==> src/rtl/mem_stage.sv <==
// MEM pipeline stage: unpacks the EX/MEM buffer, runs the data-memory req/ack handshake, resolves branches.
// Optional REQ watchdog with sticky errFlag is enabled by defining MEM_TIMEOUT_EN.
//   state | meaning
//   IDLE  | capture path open; ALU/branch/bubble results written back in one cycle
//   REQ   | memory access outstanding; upstream stalled until memAck (or timeout)
module mem_stage #(
  parameter int N       = 24,
  parameter int BW      = 64,
  parameter int OW      = 30,
  parameter int AW      = 16,
  parameter int TIMEOUT = 255
) (
  input  logic          clk,
  input  logic          rst,
  input  logic          en,
  input  logic [BW-1:0] bufferIn,
  input  logic [N-1:0]  memRData,
  input  logic          memAck,
  output logic          memReq,
  output logic          memWe,
  output logic [AW-1:0] memAddr,
  output logic [N-1:0]  memWData,
  output logic          stall,
  output logic          branchTaken,
  output logic [N-1:0]  branchTarget,
  output logic          errFlag,
  output logic [OW-1:0] bufferOut
);

  typedef enum logic {IDLE = 1'b0, REQ = 1'b1} state_t;

  state_t state_q, state_d;

  logic [N-1:0] rd3, alu_result;
  logic [3:0]   rc_in, op_code;
  logic         reg_write_in, mem_to_reg, mem_write;
  logic         branch_flag, neg_flag, zero_flag;

  assign rd3          = bufferIn[23:0];
  assign rc_in        = bufferIn[27:24];
  assign reg_write_in = bufferIn[28];
  assign mem_to_reg   = bufferIn[29];
  assign mem_write    = bufferIn[30];
  assign branch_flag  = bufferIn[31];
  assign neg_flag     = bufferIn[32];
  assign zero_flag    = bufferIn[33];
  assign alu_result   = bufferIn[57:34];
  assign op_code      = bufferIn[61:58];

  logic          mem_req_q, mem_req_d;
  logic          mem_we_q, mem_we_d;
  logic [AW-1:0] mem_addr_q, mem_addr_d;
  logic [N-1:0]  mem_wdata_q, mem_wdata_d;
  logic [3:0]    rc_q, rc_d;
  logic          reg_write_q, reg_write_d;
  logic          br_taken_q, br_taken_d;
  logic [N-1:0]  br_target_q, br_target_d;
  logic [OW-1:0] buf_out_q, buf_out_d;
  logic          take;

`ifdef MEM_TIMEOUT_EN
  localparam int CW = ($clog2(TIMEOUT + 1) < 8) ? 8 : $clog2(TIMEOUT + 1);
  logic [CW-1:0] cnt_q, cnt_d;
  logic          err_q, err_d;
`endif

  always_comb begin
    case (op_code[2:0])
      3'd0:    take = 1'b1;
      3'd1:    take = zero_flag;
      3'd2:    take = !zero_flag;
      3'd3:    take = neg_flag;
      3'd4:    take = !neg_flag;
      3'd5:    take = !neg_flag && !zero_flag;
      default: take = 1'b0;
    endcase
  end

  always_comb begin
    state_d     = state_q;
    mem_req_d   = mem_req_q;
    mem_we_d    = mem_we_q;
    mem_addr_d  = mem_addr_q;
    mem_wdata_d = mem_wdata_q;
    rc_d        = rc_q;
    reg_write_d = reg_write_q;
    br_taken_d  = 1'b0;
    br_target_d = br_target_q;
    buf_out_d   = buf_out_q;
`ifdef MEM_TIMEOUT_EN
    cnt_d       = cnt_q;
    err_d       = err_q;
`endif
    if (state_q == IDLE) begin
      if (en) begin
        br_taken_d  = branch_flag && take;
        br_target_d = branch_flag ? alu_result : '0;
        if (mem_write || mem_to_reg) begin
          // a store that also claims memToReg never writes back
          state_d     = REQ;
          mem_req_d   = 1'b1;
          mem_we_d    = mem_write;
          mem_addr_d  = alu_result[AW-1:0];
          mem_wdata_d = rd3;
          rc_d        = rc_in;
          reg_write_d = reg_write_in && !mem_write;
          buf_out_d   = '0;
`ifdef MEM_TIMEOUT_EN
          cnt_d       = '0;
`endif
        end else begin
          buf_out_d = {1'b1, reg_write_in, rc_in, alu_result};
        end
      end
    end else begin
      if (memAck) begin
        state_d   = IDLE;
        mem_req_d = 1'b0;
        buf_out_d = mem_we_q ? {1'b1, 1'b0, rc_q, {N{1'b0}}}
                             : {1'b1, reg_write_q, rc_q, memRData};
      end
`ifdef MEM_TIMEOUT_EN
      else if (cnt_q == CW'(TIMEOUT - 1)) begin
        state_d   = IDLE;
        mem_req_d = 1'b0;
        buf_out_d = '0;
        err_d     = 1'b1;
      end else begin
        cnt_d = cnt_q + 1'b1;
      end
`endif
    end
  end

  always_ff @(posedge clk) begin
    if (!rst) begin
      state_q     <= IDLE;
      mem_req_q   <= 1'b0;
      mem_we_q    <= 1'b0;
      mem_addr_q  <= '0;
      mem_wdata_q <= '0;
      rc_q        <= '0;
      reg_write_q <= 1'b0;
      br_taken_q  <= 1'b0;
      br_target_q <= '0;
      buf_out_q   <= '0;
`ifdef MEM_TIMEOUT_EN
      cnt_q       <= '0;
      err_q       <= 1'b0;
`endif
    end else begin
      state_q     <= state_d;
      mem_req_q   <= mem_req_d;
      mem_we_q    <= mem_we_d;
      mem_addr_q  <= mem_addr_d;
      mem_wdata_q <= mem_wdata_d;
      rc_q        <= rc_d;
      reg_write_q <= reg_write_d;
      br_taken_q  <= br_taken_d;
      br_target_q <= br_target_d;
      buf_out_q   <= buf_out_d;
`ifdef MEM_TIMEOUT_EN
      cnt_q       <= cnt_d;
      err_q       <= err_d;
`endif
    end
  end

  assign memReq       = mem_req_q;
  assign memWe        = mem_we_q;
  assign memAddr      = mem_addr_q;
  assign memWData     = mem_wdata_q;
  assign stall        = (state_q == REQ);
  assign branchTaken  = br_taken_q;
  assign branchTarget = br_target_q;
  assign bufferOut    = buf_out_q;

  // opType and opCode[3] carry no meaning in this stage
`ifdef MEM_TIMEOUT_EN
  assign errFlag = err_q;
  logic unused_bits;
  assign unused_bits = ^{bufferIn[63:61]};
`else
  assign errFlag = 1'b0;
  logic unused_bits;
  assign unused_bits = ^{bufferIn[63:61], TIMEOUT[0]};
`endif

endmodule

==> config.mk <==
export PLATFORM = sky130hd
export DESIGN_NAME = mem_stage
export DESIGN_NICKNAME = d
export VERILOG_FILES = /design/src/rtl/mem_stage.sv
export SDC_FILE = /design/constraint.sdc
export NUM_CORES = 1
export LEC_CHECK = 0
export ABC_AREA = 1
export CORE_ASPECT_RATIO = 1.75
export CORE_MARGIN = 2
export CORE_UTILIZATION = 44
export DETAILED_ROUTE_END_ITERATION = 6
export GPL_TIMING_DRIVEN = 0
export PLACE_DENSITY = 0.85
export SLEW_MARGIN = 15
export SYNTH_ARGS = -nofsm -noshare
export SYNTH_HDL_FRONTEND = slang
export SYNTH_SLANG_ARGS = --single-unit
==> constraint.sdc <==
create_clock -name clk -period 3.6 [get_ports clk]
set_clock_uncertainty 0.1 [all_clocks]
set_input_delay 0.54 -clock clk [delete_from_list [all_inputs] [get_ports clk]]
set_output_delay 0.54 -clock clk [all_outputs]
set_load 0.01 [all_outputs]
After elaboration in Yosys (flattened, before gate mapping)
Cells that the tools add are included.
W data, S select, Z words.

operators by class
  equal/unequal tests = 6
  bitwise operators = 3
  reductions and logical operators = 15
  mux-type cells = 15

operator list
  operator              count
  $mux W30              4
  $mux W29              1
  $mux W24              1
  $mux W1               8
  $eq A3 B2 Y1 const B  2
  $eq A3 B3 Y1 const B  2
  $pmux W1 S6           1
  $reduce_and A3 Y1     2
  $reduce_and A2 Y1     2
  $reduce_bool A2 Y1    2
  $eq A3 B1 Y1 const B  1
  $logic_and A1 B1 Y1   3
  $logic_not A1 Y1      3
  $logic_not A3 Y1      1
  $not A1 Y1            3
  $reduce_or A3 Y1      1
  $ne A2 B2 Y1 const B  1
  $logic_or A1 B1 Y1    1

word-level totals
  bits in registers = 103
  output and inout bits = 99
  word-level logic and storage cells = 49
  bits of input ports = 92

Depth between registers and ports, before layout
Gate-level depths: netlist (run 1).

  depth in word-level cells = 4
  mapped depth = 9
  mapped depth without buffers = 7

Worst setup path before layout (run 1)
No wires, ideal clock.

  path type = in2reg
  start point = input en
  end point = register mem_addr_q[14], in the netlist memAddr[14]
  arrival = 1.203 ns
  library setup time = 0.116 ns
  stages on the path = 7
  setup slack = 2.181 ns
  path through = nand2_4 > inv_2 > nand2_2 > buf_6 > buf_6 > o21ai_0 > nor2_1

on the way
  longest elaborated chain between the ends = 1

RTL lines
  item                                RTL line  RTL
  from (decl)                         15        input logic en,
  $reduce_and A3 Y1 (no source line)  n/a
  to (signal assigned)                155       mem_addr_q <= mem_addr_d;
  to (decl)                           52        logic [AW-1:0] mem_addr_q, mem_addr_d;

No other way between the ends.
A chain may end at the register's enable or synchronous reset.

==> metrics.txt, run 1 <==
Cells after DPL roughly 850; startpoint types input port; GP Congestion around 0.87; worst slew pin tran 0.531 ns; RSZ-0062 raised after global routing false; worst min path class reg -> reg; total grt overflow 0; Post-CTS Hold Buffers 0; Place WS 1.24 ns; Remaining DRCs 2; GRT Total Usage 27.5%; share of cells above drive strength 1 5.53%; Post-Synthesis Cell Area 4020 um2; Fmax roughly 500 MHz; Num CTS Buffers 9; minimum clock period 1.98 ns; clock buffer depth 2; IO Port Bufs 185; Post-Layout Cell Count 861; Post-synth EDFFs 0; hpwl dp 10300 um; Antenna diodes 0; VDD IR max 345 uV; clk_lat worst skew 0.35 ns; Avg Inst Size Synth 7.45 um2; Area Overhead vs Synth 57.9%; Post-Synthesis Cells 540; Commonest cells post-synth 130 x nor2_1, 103 x dfxtp_1, 69 x nand2_1; Pwr Density 465 nW/um2; Worst Setup End Kind register; antenna violations before repair 0; WL/cell 16.2 um; top cell type by total area after synthesis dfxtp_1; Ys Warns 0; design area 6350 um2; die height 130 um; Arrival @ worst endpoint 2.17 ns; antenna viol nets, final 0; clk slew on worst S/H paths approximately 0.070 ns; CTS resizes 0; crit share post-route 55.0%; Max-slew headroom ~65%; row count 46; post-synth cell types 19; Synth top area share 51.3%; pin count of the biggest net entering global routing 16; asr flop ratio synth 0%; clock sink count 103; via-per-instance ratio 5.21; Initial Util 44.8%; Final TNS setup 0 ns; CTS tree done; Starting DRT DRC Count 226; failing checks design-rule violations; final hold violations 0; die width about 76 um; core box area approximately 9000 um2; num ports 191; fin. max-slew vios 0; Power, Total 2950 uW; #FFs+latches synth 103; drt first pass iters 7; setup violators final 0; CP required 3.79 ns; first-pass GRT wire length between 20000 and 25000 um; syn nets about 630; CP Max Fanout 10; status finished with violations; Area contributors post-synth dfxtp_1 51%, nor2_1 12%, o21ai_0 7.3%; final worst slack roughly 1.6 ns; most common cell in the netlist nor2_1; vias in the first global route about 4300; NumNets Final 828; H-tree depth 3; CTS root buffer clkbuf_16; DR vias 4486; Setup Fix Bufs, Post-CTS 0; most used flip-flop cell after synthesis dfxtp_1; die area 9950 um2; part of the Yosys area used for sequential elements between 50% and 60%; static leakage 0.00248 uW; CP Class in -> reg; routed wire length 14000 um; max cap viols 0; dpl cell area 6020 um2
## area by class of cell
type / count / area (um2)
Sequential cell: 103 / 2060
Clock inverter: 3 / 65.1
Multi-Input combinational cell: 385 / 1690
Fill cell: 735 / 2630
Tap cell: 120 / 150
Timing Repair Buffer: 185 / 1850
Buffer: 42 / 236
Inverter: 10 / 37.5
Clock buffer: 13 / 260
## cell families (layout without fill, tap and decap cells)
logic type	Yosys count	after routing	synth area share, %
AO/OA/AOI/OAI	131	131	16.3
AND/OR/NAND/NOR	253	253	25.5
other	1	1	0.0933
buffers and inverters	52	253	6.81
flip-flops	103	103	51.3
## flip-flops by register name, indices dropped and copies added (netlist names)
name / count
reg_write_q: 1
rc_q: 4
memWData: 24
stall: 1
branchTaken: 1
branchTarget: 24
memReq: 1
memWe: 1
bufferOut: 30
memAddr: 16
## worst paths after layout
| path | from | to | slack, ns | depth (start not counted) |
|---|---|---|---|---|
| setup / recovery | rst | memAddr[8]$_SDFFE_PN0P_ | 1.62 | 5 |
| hold / removal | branchTarget[13]$_SDFFE_PN0P_ | branchTarget[13]$_SDFFE_PN0P_ | 0.37 | 2 |
| setup reg to reg | stall$_SDFF_PN0_ | bufferOut[6]$_SDFFE_PN0P_ | 2.01 | 6 |
| hold reg to reg | branchTarget[13]$_SDFFE_PN0P_ | branchTarget[13]$_SDFFE_PN0P_ | 0.37 | 2 |
## metal layers
layer,global-route usage [%],vias up,wire length [um]
li1,-,2157,-
met1,28.3,2120,5190
met2,51.4,166,7350
met3,5.01,43,738
met4,17.5,0,674
met5,0,-,0
## stage by stage
stage	util, %	hold WS (ns)
final	70.7	0.368
after detailed placement	67.1	0.357
after global placement	67.1	0.351
after CTS	70.7	0.368
after global routing	70.7	0.377
after floorplan	-	0.354
## layout by cell type, fill, tap and decap left out, drive strengths merged
| cell | instances |
|---|---|
| a21oi | 55 |
| buf | 22 |
| bufinv | 2 |
| clkbuf | 33 |
| clkdlybuf4s50 | 185 |
| clkinv | 2 |
| conb | 1 |
| dfxtp | 103 |
| inv | 9 |
| nand2 | 71 |
| nand3 | 51 |
| nor2 | 130 |
| o21ai | 76 |
| or2 | 1 |
## power breakdown
part	switching [uW]	leakage, uW	internal [uW]
registers	45.4	0.000849	1230
clock network	422	0.000160	647
logic	297	0.00147	314
total	764	0.00248	2190
## critical path: stages
cell	delay, ns
clkdlybuf4s50_1	0.60
buf_2	0.29
clkbuf_1	0.42
o21ai_0	0.21
nor2_1	0.12
No activity file was read; power rests on OpenSTA's default activity.
==> run 2, diff against run 1 <==
CORE_UTILIZATION = 37   (was 44)
PLACE_DENSITY = 0.77   (was 0.85)
clock period = 1.6 ns   (was 3.6 ns; I/O delays follow)
==> metrics.txt, run 2 (same netlist as run 1, synthesis figures left out) <==
antenna viol nets, final 0; final worst slack 0.0232 ns; final hold violations 0; clock buffer depth 2; Cells after DPL between 800 and 900; core box area 10600 um2; Place WS -0.390 ns; hpwl dp roughly 11000 um; WL/cell 16.1 um; design area about 6500 um2; worst min path class in -> reg; clk_lat worst skew 0.34 ns; Worst path max stage delay 0.55 ns; VDD IR max 625 uV; Hold Path End branchTarget[23]$_SDFFE_PN0P_; static leakage 0.00315 uW; vias in the first global route roughly 4300; IO Port Bufs 185; crit share post-route 98.6%; reg2reg start stall$_SDFF_PN0_; Hold Path Stages 3; commonest non-fill, non-tap cell in the layout clkdlybuf4s50_1; WP buf/inv 1; die width 82.8 um; length in cells of the worst reg-to-reg path 7; most frequent cells in the layout 144 x clkdlybuf4s50_1, 130 x nor2_1, 103 x dfxtp_1, 69 x nand2_1, 56 x o21ai_0; status completed; GP Congestion ~0.86; R2R setup slack roughly 0.11 ns; max reg flops 30; Area Overhead vs Synth 61.8%; CP Cell Sequence clkdlybuf4s50_1; clock sink count 103; share of cells above drive strength 1 6.77%; first-pass GRT wire length 21700 um; CTS tree done; minimum clock period ~1.6 ns; CP max stage cell clkdlybuf4s50_1; setup violators final 0; Post-Layout Cell Count 869; Starting DRT DRC Count 198; Remaining DRCs 0; pin count of the biggest net entering global routing 16; routed wire length ~14000 um; CP Max Fanout 2; Core Util, Final 61.2%; clk slew on worst S/H paths 0.07 ns; CTS root buffer clkbuf_16; H-tree depth 3; # fillers 943; total grt overflow 0; DR vias 4371; antenna violations before repair 0; fin. max-slew vios 0; cell family with most CP delay buffers and inverters; Num CTS Buffers 9; max cap viols 0; drt first pass iters 5; row count 50; Final TNS setup 0 ns; die height around 140 um; dpl cell area 6040 um2; GRT Total Usage 23.1%; startpoint types register; via-per-instance ratio a little over 5; Pwr Density ~1000 nW/um2; num ports 191; Worst Hold Launch bufferIn[31]; die area between 10000 and 15000 um2; Arrival @ worst endpoint 1.24 ns; Post-CTS Hold Buffers 0; Fmax 634 MHz; CP required between 1 and 1.5 ns; Antenna diodes 0; NumNets Final roughly 830; RR Endpoint bufferOut[0]$_SDFFE_PN0P_; CP Class reg -> out; Initial Util 37.8%; Worst Setup End Kind primary output
[run 2: changes by cell type in the layout (fill, tap and decap cells not counted), sizes merged]
cell	previous run	this run
bufinv	2	4
clkinv	2	0
dlymetal6s2s	0	39
buf	22	19
dlygate4sd2	0	2
clkdlybuf4s50	185	144
clkinvlp	0	1
[run 2: layout make-up]
type                    instances  area [um2]  share of cell area [%]
flip-flops and latches        103        2060                    31.7
repair buffers                185        1950                    29.9
multi-input cells             385        1690                    25.9
plain buffers                  42         258                    3.96
clock buffers                  10         229                    3.52
well taps                     130         163                    2.50
clock inverters                 4         120                    1.85
inverters                      10        43.8                   0.673
[run 2: power by group]
group	internal [uW]	switching (uW)	leakage, uW
Combinational	696	668	0.00213
Sequential	2760	97.4	0.000849
Clock	1670	915	0.000169
[run 2: through the flow]
step	total power [uW]	hold slack [ns]
after CTS	6860	0.222
after global placement	4250	0.351
after detailed placement	4290	0.357
after floorplan	3510	0.280
final	6810	0.251
after global routing	7090	0.266
[run 2: what timing repair did]
action	4_1_cts	5_1_grt
gates resized for setup	5	61
pin swaps	0	0
setup buffers	0	0
endpoints found under the setup margin	24	96
[run 2: worst max-delay path by stage]
stage / start / endpoint / slack, ns / cells past startpoint
after global routing: memAddr[9]$_SDFFE_PN0P_ / memAddr[9] / -0.01 / 1
after detailed placement: rst / memAddr[9]$_SDFFE_PN0P_ / -0.39 / 5
final: bufferOut[16]$_SDFFE_PN0P_ / bufferOut[16] / 0.02 / 1
after CTS: branchTarget[7]$_SDFFE_PN0P_ / branchTarget[7] / 0.002 / 1
after floorplan: stall$_SDFF_PN0_ / memAddr[10]$_SDFFE_PN0P_ / 0.25 / 9
after global placement: rst / memAddr[7]$_SDFFE_PN0P_ / -0.38 / 5
[run 2: metal layers]
layer | vias up | part of all wire [%] | GRT usage, % | routed length [um]
li1 | 2156 | - | - | -
met3 | 26 | 5.4 | 5.00 | 761
met2 | 160 | 55 | 41.8 | 7700
met4 | 0 | 2.7 | 12.3 | 385
met5 | - | 0 | 0 | 0
met1 | 2029 | 37 | 24.8 | 5160
==> run 3, diff against run 2 <==
HOLD_SLACK_MARGIN = 0.1   (was unset)
==> results of run 3 <==
The final DEF is identical to that of run 2; final timing and power are the same.
